--- config.mk ---
export PLATFORM = sky130hd
export DESIGN_NAME = relu_maxpool_float16
export DESIGN_NICKNAME = d
export VERILOG_FILES = /design/src/rtl/relu_maxpool_float16.sv
export SDC_FILE = /design/constraint.sdc
export NUM_CORES = 1
export LEC_CHECK = 0
export CAP_MARGIN = 20
export CORE_MARGIN = 5
export CORE_UTILIZATION = 30
export DETAILED_ROUTE_END_ITERATION = 6
export GPL_ROUTABILITY_DRIVEN = 0
export SYNTH_ARGS = -nofsm -noshare
export SYNTH_HDL_FRONTEND = slang
export SYNTH_SLANG_ARGS = --single-unit
--- constraint.sdc ---
create_clock -name clk -period 2.99 [get_ports clk]
set_input_delay 0.598 -clock clk [delete_from_list [all_inputs] [get_ports clk]]
set_output_delay 0.598 -clock clk [all_outputs]
set_load 0.01 [all_outputs]
--- src/rtl/relu_maxpool_float16.sv ---
// rtl/relu_maxpool_float16.sv - optional ReLU followed by windowed float16 max-pool
module relu_maxpool_float16 #(
    parameter int DATA_WIDTH    = 16,
    parameter int CLK_NUM_WIDTH = 8
) (
    input  logic                     clk,
    input  logic                     rst,
    input  logic                     data_valid,
    input  logic [DATA_WIDTH-1:0]    data_in,
    input  logic [CLK_NUM_WIDTH-1:0] pool_num,
    input  logic                     relu_en,
    input  logic                     flush,
    output logic                     pool_ready,
    output logic [DATA_WIDTH-1:0]    pool_result,
    output logic                     window_busy
);

    logic [CLK_NUM_WIDTH-1:0] count;
    logic [CLK_NUM_WIDTH-1:0] size_reg;
    logic [DATA_WIDTH-1:0]    max_reg;

    logic [DATA_WIDTH-1:0]    x;
    logic [DATA_WIDTH-1:0]    cand;
    logic [CLK_NUM_WIDTH-1:0] eff_size;
    logic [CLK_NUM_WIDTH-1:0] next_count;
    logic                     close_on_sample;
    logic                     close_on_flush;

    // Monotonic unsigned key: positives above negatives, negatives reversed.
    // -0 maps below +0 on purpose; NaN/Inf simply sort by their bits.
    function automatic logic [DATA_WIDTH-1:0] order_key(input logic [DATA_WIDTH-1:0] v);
        return v[DATA_WIDTH-1] ? ~v : {1'b1, v[DATA_WIDTH-2:0]};
    endfunction

    // ReLU, running-max candidate and window-close decisions for this cycle
    always_comb begin
        x          = (relu_en && data_in[DATA_WIDTH-1]) ? '0 : data_in;
        next_count = count + CLK_NUM_WIDTH'(1);
        cand       = x;
        eff_size   = size_reg;
        if (count == '0) begin
            // pool_num is only looked at when a window opens; 0 means 1
            eff_size = (pool_num == '0) ? CLK_NUM_WIDTH'(1) : pool_num;
        end else if (order_key(x) <= order_key(max_reg)) begin
            // ties keep the stored value
            cand = max_reg;
        end
        close_on_sample = data_valid && ((next_count == eff_size) || flush);
        close_on_flush  = !data_valid && flush && (count != '0);
    end

    assign window_busy = (count != '0);

    // Window state and the one-cycle result pulse
    always_ff @(posedge clk or negedge rst) begin
        if (!rst) begin
            pool_ready  <= 1'b0;
            pool_result <= '0;
            count       <= '0;
            size_reg    <= '0;
            max_reg     <= '0;
        end else begin
            pool_ready <= 1'b0;
            if (data_valid) begin
                if (count == '0) begin
                    size_reg <= eff_size;
                end
                max_reg <= cand;
                if (close_on_sample) begin
                    pool_ready  <= 1'b1;
                    pool_result <= cand;
                    count       <= '0;
                end else begin
                    count <= next_count;
                end
            end else if (close_on_flush) begin
                pool_ready  <= 1'b1;
                pool_result <= max_reg;
                count       <= '0;
            end
        end
    end

endmodule

==> flow_metrics.py <==
metrics = {
    "cells_and_area": {
        "area_used_by_multi_input_combinational_logic_um2": 1970,
        "register_area_um2": 1230,
        "antenna_cells_inserted": 0,
        "fin_nets": 433,
        "post_synthesis_to_final_layout_area_growth_pct": 33.5,
        "drive_above_1_share_pct": 25.6,
        "fillCellCount": 1065,
    },
    "clock_tree": {
        "cts.reportedPaths.clkPinSlew_ns": 0.09,
        "cts.htree.levels": 2,
        "numCtsBuffers": 5,
        "insertion_delay_ns": 0.30,
        "clock_sink_count": 49,
        "cts_root_buf": "sky130_fd_sc_hd__clkbuf_8",
        "cts-root-to-sink-buffers": 2,
        "ctsHoldBuffers": 0,
        "clock_tree_from_tritoncts": "yes",
    },
    "setup_path": {
        "criticalPathCategory": "in2reg",
        "maximum_fanout_along_the_worst_path": 8,
        "crit_path_max_incr_delay_ns": 0.43,
        "critical_path.top_delay_family": "simple AND/OR/NAND/NOR gates",
        "cp.buffers_inverters": 3,
        "timing.critical_path.to_type": "flop",
        "type_of_element_launching_the_critical_path": "primary input",
        "cp_data_arrival_time_ns": 3.12,
        "timing.rr.end": "pool_result[13]",
        "worstPathRequired_ns": 3.18,
        "worstRegToRegCells": 9,
        "critPathSlowestCell": "sky130_fd_sc_hd__or4_4",
        "timing.reg2reg.setup_slack_ns": 0.10,
        "r2r_start": "count[5]",
        "critical_path.cell_chain": "clkdlybuf4s50_1 -> or4_4 -> o211ai_1 -> a21oi_1 -> nor4_2 -> nand4_2 -> a21oi_4 -> buf_6 -> buf_16 -> mux2_4",
    },
    "synth": {
        "yosys_register_bits": 49,
        "avgSynthCellArea_um2": 10.5,
        "warnings_from_yosys": 0,
        "synth_seq_area_share_pct": 37.6,
        "synthCells": 310,
        "postSynthNetCount": 357,
        "postSynth.asyncResetShare_pct": 100,
        "synth.cell_area_um2": 3260,
        "yosys.cell_types.count": 57,
        "dominantRegCellSynth": "sky130_fd_sc_hd__dfrtp_1",
        "synth_edf_count": 0,
    },
    "place": {
        "hpwl_um": 5570,
        "placement.setup.worst_slack_ns": -0.454,
        "io_buffers": 46,
    },
    "global_routing": {
        "globalRoute.totalOverflow": 0,
        "grt_pass1_wl_um": 13000,
        "groute.usage.overall_pct": 12.3,
        "grt_max_degree": 47,
        "first_global_vias": 2631,
        "grt_antenna_before_repair": 0,
    },
    "route": {
        "drc_violations": 0,
        "detail_route.wirelength_um": 7880,
        "vias": 2571,
        "detail_route.iter0.violations": 99,
        "detail_route.vias_per_cell": 4.88,
        "detailedRoute.firstPassIterationCount": 4,
        "postRouteAntennaNets": 0,
        "detail_route.wl_per_cell_um": 14.9,
    },
    "sta": {
        "finalWorstSetupSlack_ns": 0.0689,
        "slew_viol_final": 0,
        "final_hold_viol_count": 0,
        "max_clock_freq_mhz": 342,
        "slew_headroom_pct": 59.4,
        "final_critical_path_required_period_ns": 2.92,
        "setup_tns_ns": 0,
        "finalSetupViolations": 0,
        "worstMarginPinSlew_ns": 0.608,
        "fin_skew_ns": 0.00781,
        "final.period_utilization_pct": 97.7,
    },
    "power": {
        "total_power_mw": 3.17,
        "static_leakage_nw": 2.04,
        "power_per_cell_area_nw_per_um2": 729,
        "worst_ir_drop_vdd_mv": 0.249,
    },
    "floorplanning": {
        "starting_utilization_of_the_core_area_pct": 30.3,
        "fp.dieH_um": 114,
        "io-pin-count": 47,
        "die_area_um2": 13000,
        "rows": 38,
        "die_width_um": 114,
        "fp.coreArea_um2": 10700,
    },
    "min_path": {
        "hp_class": "in2async",
    },
    "run_status": {
        "run_status": "complete, no violations",
    },
    "flow_run": {
        "drv.max_cap_violation_count": 0,
    },
}
synth_stat cells (all sizes together), types with 6 or more instances:
cell / n / area (um^2)
a21oi: 10 / 68.8
buf: 9 / 72.6
clkbuf: 6 / 22.5
dfrtp: 49 / 1230
ha: 18 / 225
inv: 22 / 82.6
mux2: 24 / 304
mux2i: 30 / 300
nand2: 31 / 116
nand3: 8 / 40.0
nand4: 6 / 43.8
nor3: 6 / 41.3
nor4: 7 / 71.3
o21ai: 12 / 60.1
xnor2: 14 / 123
cell usage in the layout (no fill, tap or decap), types with 6 or more instances in the layout:
cell type and instances:
sky130_fd_sc_hd__nand3_1 8, sky130_fd_sc_hd__ha_1 18, sky130_fd_sc_hd__o21ai_0 7, sky130_fd_sc_hd__dfrtp_1 49
sky130_fd_sc_hd__inv_1 22, sky130_fd_sc_hd__mux2_4 9, sky130_fd_sc_hd__buf_4 31, sky130_fd_sc_hd__xnor2_1 14
sky130_fd_sc_hd__clkdlybuf4s50_1 38, sky130_fd_sc_hd__a21oi_1 7, sky130_fd_sc_hd__mux2_2 15, sky130_fd_sc_hd__mux2i_1 22
sky130_fd_sc_hd__clkbuf_8 6, sky130_fd_sc_hd__nand2_1 31
kinds of logic (layout without fill, tap and decap cells):
group / count (synthesis) / in the layout / synth area share [%]
fa+ha+maj: 18 / 18 / 6.92
compound gates: 52 / 52 / 11.7
xor+xnor: 16 / 16 / 4.30
flops: 49 / 49 / 37.6
simple gates: 84 / 85 / 15.4
mux: 54 / 54 / 18.6
buf+inv: 37 / 113 / 5.45
layer usage:
metal | track usage (%) | routed length (um)
met5 | 0 | 0
met4 | 3.33 | 89
met3 | 2.48 | 274
met2 | 21.1 | 3860
met1 | 15.7 | 3650
report_power, final:
part	switching [mW]	internal, mW
combinational	0.713	0.920
clock	0.224	0.273
sequential	0.144	0.895
total	1.08	2.09
metrics by stage:
step | std cells | instance area [um^2] | utilization, % | hold WS (ns)
floorplan | 310 | 3310 | - | 0.302
global placement | 514 | 4060 | 37.8 | 0.404
detailed placement | 514 | 4060 | 37.8 | 0.401
CTS | 526 | 4270 | 39.8 | 0.0666
global route | 527 | 4350 | 40.5 | 0.0642
finish | 527 | 4350 | 40.5 | 0.0756
worst max-delay path by stage:
stage          depth (start not counted)         endpoint   startpoint  slack (ns)
3_5_place_dp                          11   pool_result[8]  data_in[15]       -0.45
2_1_floorplan                         14  pool_result[10]  data_in[15]       -0.14
3_3_place_gp                          11   pool_result[4]  data_in[15]       -0.42
6_report                              10  pool_result[13]  pool_num[4]        0.07
4_1_cts                                9  pool_result[12]  pool_num[4]       0.009
5_1_grt                               12  pool_result[12]      relu_en       -0.01
cell type report:
class | instances | area share, %
clock buffer | 7 | 1.99
clock inverter | 1 | 0.690
inverter | 22 | 1.90
multi-input combinational | 225 | 45.3
sequential | 49 | 28.2
tap | 140 | 4.03
timing repair buffer | 83 | 17.9
timing repair:
item                                    CTS  global route
endpoints found under the setup margin   18            19
gates cloned                              2             0
pin swaps                                 7            11
endpoints found under the hold margin     0             0
setup buffers                             2             2
gates resized for setup                  13            24
(Power assumes the default switching activity.)
